--- src/rtl/transparency_unblend_channel.sv ---
// Per-channel transparency un-blender: recovers the smallest src_a consistent with a
// blended value, a known background and the src_a proportion, using a serial divider.
module transparency_unblend_channel #(
    parameter int TRANSPARENCY_PRECISION = 4,
    parameter int CHANNEL_WIDTH          = 8
) (
    input  logic                            clk,
    input  logic                            rst,
    input  logic                            in_valid,
    output logic                            in_ready,
    input  logic [CHANNEL_WIDTH-1:0]        blended_in,
    input  logic [CHANNEL_WIDTH-1:0]        src_b_in,
    input  logic [TRANSPARENCY_PRECISION:0] src_a_proportion,
    output logic                            out_valid,
    input  logic                            out_ready,
    output logic [CHANNEL_WIDTH-1:0]        src_a_out,
    output logic                            clamped,
    output logic                            undefined
);

    localparam int P    = TRANSPARENCY_PRECISION;
    localparam int CW   = CHANNEL_WIDTH;
    localparam int W    = P + CW + 3;
    localparam int CNTW = (CW > 1) ? $clog2(CW) : 1;

    localparam logic [P:0]    FULL_P   = {1'b1, {P{1'b0}}};
    localparam logic [P:0]    ZERO_P   = {(P+1){1'b0}};
    localparam logic [CW-1:0] ZERO_CW  = {CW{1'b0}};
    localparam logic [CW-1:0] MAX_CW   = {CW{1'b1}};
    localparam logic [CNTW-1:0] ZERO_CNT = {CNTW{1'b0}};

    typedef enum logic [2:0] {
        IDLE     = 3'd0,
        PREP     = 3'd1,
        CLASSIFY = 3'd2,
        DIV      = 3'd3,
        DONE     = 3'd4
    } state_t;

    state_t              state_q, state_d;
    logic [CW-1:0]       blend_q, blend_d;
    logic [CW-1:0]       srcb_q, srcb_d;
    logic [P:0]          prop_q, prop_d;
    logic signed [W-1:0] m_q, m_d;
    logic signed [W-1:0] n_q, n_d;
    logic [W-1:0]        rem_q, rem_d;
    logic [CW-1:0]       quot_q, quot_d;
    logic [CNTW-1:0]     cnt_q, cnt_d;
    logic [CW-1:0]       src_a_q, src_a_d;
    logic                clamped_q, clamped_d;
    logic                undefined_q, undefined_d;
    logic                out_valid_q, out_valid_d;

    logic [P:0]          q_weight_s;
    logic [P+CW:0]       prod_s;
    logic signed [W-1:0] m_calc_s;
    logic signed [W-1:0] n_calc_s;
    logic signed [W-1:0] limit_s;
    logic [W-1:0]        div_shift_s;
    logic                bit_fits_s;

    // M is registered before classification so the multiply and the compares sit in separate cycles.
    assign q_weight_s  = FULL_P - prop_q;
    assign prod_s      = q_weight_s * srcb_q;
    assign m_calc_s    = $signed({{(W-CW-P){1'b0}}, blend_q, {P{1'b0}}})
                       - $signed({{(W-P-CW-1){1'b0}}, prod_s});
    assign n_calc_s    = m_calc_s + $signed({{(W-P-1){1'b0}}, prop_q})
                       - $signed({{(W-1){1'b0}}, 1'b1});
    assign limit_s     = $signed({{(W-P-CW-1){1'b0}}, prop_q, {CW{1'b0}}});
    assign div_shift_s = {{(W-P-1){1'b0}}, prop_q} << cnt_q;
    assign bit_fits_s  = (rem_q >= div_shift_s);

    assign in_ready  = (state_q == IDLE);
    assign out_valid = out_valid_q;
    assign src_a_out = src_a_q;
    assign clamped   = clamped_q;
    assign undefined = undefined_q;

    // Next-state logic for the control FSM, divider datapath and result registers.
    always_comb begin
        state_d     = state_q;
        blend_d     = blend_q;
        srcb_d      = srcb_q;
        prop_d      = prop_q;
        m_d         = m_q;
        n_d         = n_q;
        rem_d       = rem_q;
        quot_d      = quot_q;
        cnt_d       = cnt_q;
        src_a_d     = src_a_q;
        clamped_d   = clamped_q;
        undefined_d = undefined_q;
        out_valid_d = out_valid_q;
        case (state_q)
            IDLE: begin
                if (in_valid) begin
                    blend_d = blended_in;
                    srcb_d  = src_b_in;
                    prop_d  = src_a_proportion;
                    state_d = PREP;
                end else begin
                    state_d = IDLE;
                end
            end
            PREP: begin
                m_d     = m_calc_s;
                n_d     = n_calc_s;
                state_d = CLASSIFY;
            end
            CLASSIFY: begin
                // An out-of-range proportion carries no usable weight, same as zero.
                if ((prop_q == ZERO_P) || (prop_q > FULL_P)) begin
                    src_a_d     = ZERO_CW;
                    clamped_d   = 1'b0;
                    undefined_d = 1'b1;
                    out_valid_d = 1'b1;
                    state_d     = DONE;
                end else if (m_q < $signed({W{1'b0}})) begin
                    src_a_d     = ZERO_CW;
                    clamped_d   = 1'b1;
                    undefined_d = 1'b0;
                    out_valid_d = 1'b1;
                    state_d     = DONE;
                end else if (n_q >= limit_s) begin
                    src_a_d     = MAX_CW;
                    clamped_d   = 1'b1;
                    undefined_d = 1'b0;
                    out_valid_d = 1'b1;
                    state_d     = DONE;
                end else begin
                    rem_d   = n_q;
                    quot_d  = ZERO_CW;
                    cnt_d   = CNTW'(CW - 1);
                    state_d = DIV;
                end
            end
            DIV: begin
                if (bit_fits_s) begin
                    rem_d = rem_q - div_shift_s;
                end else begin
                    rem_d = rem_q;
                end
                quot_d[cnt_q] = bit_fits_s;
                if (cnt_q == ZERO_CNT) begin
                    src_a_d     = quot_d;
                    clamped_d   = 1'b0;
                    undefined_d = 1'b0;
                    out_valid_d = 1'b1;
                    state_d     = DONE;
                end else begin
                    cnt_d   = cnt_q - {{(CNTW-1){1'b0}}, 1'b1};
                    state_d = DIV;
                end
            end
            DONE: begin
                if (out_ready) begin
                    out_valid_d = 1'b0;
                    state_d     = IDLE;
                end else begin
                    out_valid_d = 1'b1;
                    state_d     = DONE;
                end
            end
            default: begin
                out_valid_d = 1'b0;
                state_d     = IDLE;
            end
        endcase
    end

    // State and datapath registers with synchronous reset.
    always_ff @(posedge clk) begin
        if (rst) begin
            state_q     <= IDLE;
            blend_q     <= ZERO_CW;
            srcb_q      <= ZERO_CW;
            prop_q      <= ZERO_P;
            m_q         <= {W{1'b0}};
            n_q         <= {W{1'b0}};
            rem_q       <= {W{1'b0}};
            quot_q      <= ZERO_CW;
            cnt_q       <= ZERO_CNT;
            src_a_q     <= ZERO_CW;
            clamped_q   <= 1'b0;
            undefined_q <= 1'b0;
            out_valid_q <= 1'b0;
        end else begin
            state_q     <= state_d;
            blend_q     <= blend_d;
            srcb_q      <= srcb_d;
            prop_q      <= prop_d;
            m_q         <= m_d;
            n_q         <= n_d;
            rem_q       <= rem_d;
            quot_q      <= quot_d;
            cnt_q       <= cnt_d;
            src_a_q     <= src_a_d;
            clamped_q   <= clamped_d;
            undefined_q <= undefined_d;
            out_valid_q <= out_valid_d;
        end
    end

endmodule

--- config.mk ---
export PLATFORM = sky130hd
export DESIGN_NAME = transparency_unblend_channel
export DESIGN_NICKNAME = d
export VERILOG_FILES = /design/src/rtl/transparency_unblend_channel.sv
export SDC_FILE = /design/constraint.sdc
export NUM_CORES = 1
export LEC_CHECK = 0
export CELL_PAD_IN_SITES_DETAIL_PLACEMENT = 0
export CELL_PAD_IN_SITES_GLOBAL_PLACEMENT = 1
export CORE_ASPECT_RATIO = 2
export CORE_MARGIN = 5
export CORE_UTILIZATION = 25
export DETAILED_ROUTE_END_ITERATION = 10
export PLACE_DENSITY_LB_ADDON = 0.1
export SYNTH_ARGS = -nofsm -noshare
export SYNTH_HDL_FRONTEND = slang
export SYNTH_SLANG_ARGS = --single-unit
--- constraint.sdc ---
create_clock -name clk -period 5.8 [get_ports clk]
set_input_delay 1.16 -clock clk [delete_from_list [all_inputs] [get_ports clk]]
set_output_delay 1.16 -clock clk [all_outputs]
set_load 0.02 [all_outputs]
==> impl_results.md <==
- Worst Hold Depth: 2
- Placed Area: about 0.0072 mm^2
- PortBufs: 36
- Clock slew at reported path FFs: ~0.070 ns
- Seq/Total Area, Yosys: 0.2437
- Tmin final: about 5.5 ns
- Adder-Cell Fraction of Synth Area: 0.2053
- Filler cells: between 2000 and 3000
- Critical Path, Cell by Cell: buf_4 > nor3_2 > xnor2_2 > nand2_1 > fa_1 > fa_1 > inv_1 > fa_1 > inv_1 > ha_2 > nand2_1 > o311ai_4 > buf_4 > a41oi_2 > buf_4 > xnor2_4 > inv_1 > ha_1 > a21o_1 > a31oi_1 > nor4_1 > a211o_1
- R2r endpoint: n_q[13]
- Syn avg cell area: just under 8 um^2
- N_diodes: 0
- Area grow syn2layout: 22.09%
- Reg2reg start: prop_q[0]
- Vias in the first global route: between 5000 and 6000
- Die Span X: about 120 um
- EDFF count, synth: 0
- Die Ht: between 200 and 250 um
- CP max stage delay: approximately 0.55 ns
- R2R depth: 22
- FF+latch count, synth: 77
- Sw frac: 0.4622
- Clock Tree Buf Depth: 2
- Worst endpoint required time: between 6 and 7 ns
- Sequential share of power: 0.127
- Main combinational cell family by area after synthesis: simple AND/OR/NAND/NOR gates
- Hold/Removal Path Class: flip-flop to flip-flop
- Synth cell types: 67
- Hold Path End: n_q[8]
- Total GRT Usage: 0.1422
- Final ANT Viol Nets: 0
- Post-Synthesis Cell Area: 0.006326 mm^2
- Gate Count Post-Synth: 820
- Comb pwr share: 0.762
- DRT Wirelength: 19680 um
- Ys async rst share: 0
- Die area: approximately 0.029 mm^2
- Design Area, Final: between 0.007 and 0.008 mm^2
- FF/Latch Area: 0.001541 mm^2
- Compound-Gate Fraction of Synth Area: 0.2136
- Post-DP HPWL: 15910 um
- Switch Pwr: around 0.0025 W
- First-pass GRT wire length: 31370 um
- Vias: about 5700
- Routed wire per std cell: between 15 and 20 um
- Largest net degree at the start of global routing: 84
- Primary FF master, synth: dfxtp_1
- Critical Path Fanout Max: 15
- Initial antenna violation count: 0
- Nets@finish: 981
- Crit end category: flip-flop
- Final Skew: between 0.006 and 0.007 ns
- DRC errors left: 0
- Worst vdd ir: ~0.45 mV
- Net count after synthesis: between 900 and 1000
- Status: complete, no violations
- I/O Pins: 37
- CTS buffer count: 9
- Period Utilization, post-route: 0.9407
- Setup_tns: 0 ns
- Worst rel slew slack: 0.3527
- Final Hold Vio Count: 0
- Cell row count: 82
- Static Leak: 3.092 nW
- Crit Path Category: flip-flop to flip-flop
- P per Cell Area: 706.7 mW/mm^2
- H-tree depth: 3
- Total gr overflow: 0
- Slowest-stage cell, CP: fa_1
- Via-to-Cell Ratio: around 4.7
- Crit path DAT: 5.71 ns
- Multi-input gate area: between 0.004 and 0.005 mm^2
- Reg2reg setup slack: around 0.34 ns
- CTS tree: yes
- Startpoint Class: flip-flop
- TritonRoute pass-1 iters: 4
- FMAX: between 150 and 200 MHz
- Clock latency on the worst-skew pair: 0.36 ns
- GPL Wtd Cong: roughly 0.80
- Yosys synthesis warning count: 0
- Fin. max-slew vios: 0
- Post-Synth XOR/XNOR Area: 0.03165
- CTS Hold Bufs: 0
- First DRT Iteration DRCs: roughly 250
- HP Start: n_q[8]
- Layout cells sized above 1: 0.1030
- Initial core utilization: 0.2527
- Clock root buffer: clkbuf_16
- Internal power: between 0.002 and 0.003 W
- Final setup violation count: 0
- Simple-gate share of the synthesized area: 0.2158
- Worst Max-Slew Pin Slew: around 1 ns
- Max-cap violations: 0
- Post-synthesis mux area share: 0.01424
- Clk sink count: 77
- Total core area: ~0.025 mm^2
- Clk pwr share: 0.111
worst max-delay path: cells and delay by family (launching register included):
kind / cells / cell delay [ns]
flip-flops: 1 / 0.31
buffers and inverters: 6 / 0.73
XOR/XNOR: 2 / 0.41
adder cells (fa/ha/maj): 5 / 2.21
AND/OR/NAND/NOR: 4 / 0.61
AO/OA/AOI/OAI: 5 / 1.05
stage by stage:
stage | total power, W | util | instances | hold WS (ns) | setup slack [ns]
after detailed placement | 0.004459 | 0.2873 | 1188 | 0.4507 | -0.07368
after CTS | 0.005124 | 0.3008 | 1205 | 0.4591 | 0.02871
after global placement | 0.004464 | 0.2873 | 1188 | 0.4426 | 0.002565
after floorplan | 0.003350 | - | 820 | 0.4319 | 0.2321
after global routing | 0.006037 | 0.3085 | 1210 | 0.4783 | -0.00007860
final | 0.005458 | 0.3085 | 1210 | 0.4583 | 0.3442
worst max-delay path by stage:
stage,startpoint,end,slack [ns],cells past startpoint
finish,prop_q[0],n_q[13],0.34,22
global route,prop_q[1],n_q[13],-0.00008,24
CTS,prop_q[0],n_q[14],0.03,24
detailed placement,prop_q[0],n_q[14],-0.07,23
global placement,prop_q[0],n_q[14],0.003,25
floorplan,prop_q[0],n_q[14],0.23,23
cell usage in the layout, fill, tap and decap left out, drive strengths merged, types with 5 or more instances in the layout:
cell,instances
clkdlybuf4s50,35
or3,5
a31oi,9
nor2b,13
clkbuf,11
o31ai,10
mux2i,9
inv,92
fa,28
and2,14
a21o,10
a311oi,9
nor3b,7
ha,59
xor2,6
dfxtp,77
xnor2,16
buf,38
nor3,20
a21oi,69
nor4,6
nor2,70
o21a,9
nand2,133
a211oi,25
nand3,16
o21ai,27
layer usage:
layer | track usage | up-vias | wire [um]
li1 | - | 2917 | -
met1 | 0.1330 | 2737 | 6760
met2 | 0.2849 | 62 | 11780
met3 | 0.02310 | 29 | 404
met4 | 0.06798 | 0 | 736
met5 | 0 | - | 0
sequential cells by signal (all words and copies together) (netlist names), 3 cells and up:
signal,flops
srcb_q,8
src_a_out,8
quot_q,8
rem_q,15
cnt_q,3
blend_q,8
prop_q,5
n_q,15
state_q,3
cell type report:
type	instances	share of cell area
sequential	77	0.1996
clock buffer	11	0.03143
multi-input combinational	618	0.5803
timing repair buffer	73	0.08197
clock inverter	5	0.008586
inverter	90	0.04374
tap	336	0.05443
timing repair:
item,CTS,global route
pin swaps,1,9
resized for setup,3,26
buffers inserted,1,5
setup endpoints to repair,3,6
power groups by stage:
stage	logic (W)	clock network [W]	registers (W)
after floorplan	0.00267	0	0.000679
after global placement	0.00376	0	0.000707
after detailed placement	0.00375	0	0.000708
after CTS	0.00379	0.000634	0.000697
after global routing	0.00468	0.000650	0.000705
final	0.00416	0.000606	0.000694
cells by family after synthesis:
logic type / count (synthesis)
multiplexers: 9
XOR/XNOR: 22
AND/OR/NAND/NOR: 302
adder cells (fa/ha/maj): 87
AO/OA/AOI/OAI: 198
flip-flops: 77
buffers and inverters: 125
synth_stat cells (7+ instances only):
library cell,n,area (um^2)
o31ai_1,10,75.07
nand3_1,16,80.08
inv_1,89,334.1
a311oi_1,8,70.07
xnor2_1,15,131.4
nor3b_1,7,52.55
o21a_1,9,67.56
a21o_1,10,75.07
nor2b_1,13,81.33
nor2_1,70,262.8
clkbuf_1,28,105.1
mux2i_1,9,90.09
ha_1,59,738.2
nor3_1,19,95.09
a31oi_1,9,56.30
and2_1,13,81.33
o21ai_0,25,125.1
nand2_1,133,499.2
fa_1,28,560.5
a21oi_1,68,340.3
dfxtp_1,77,1541
a211oi_1,23,172.7
Power figures use the tool's default switching activity.
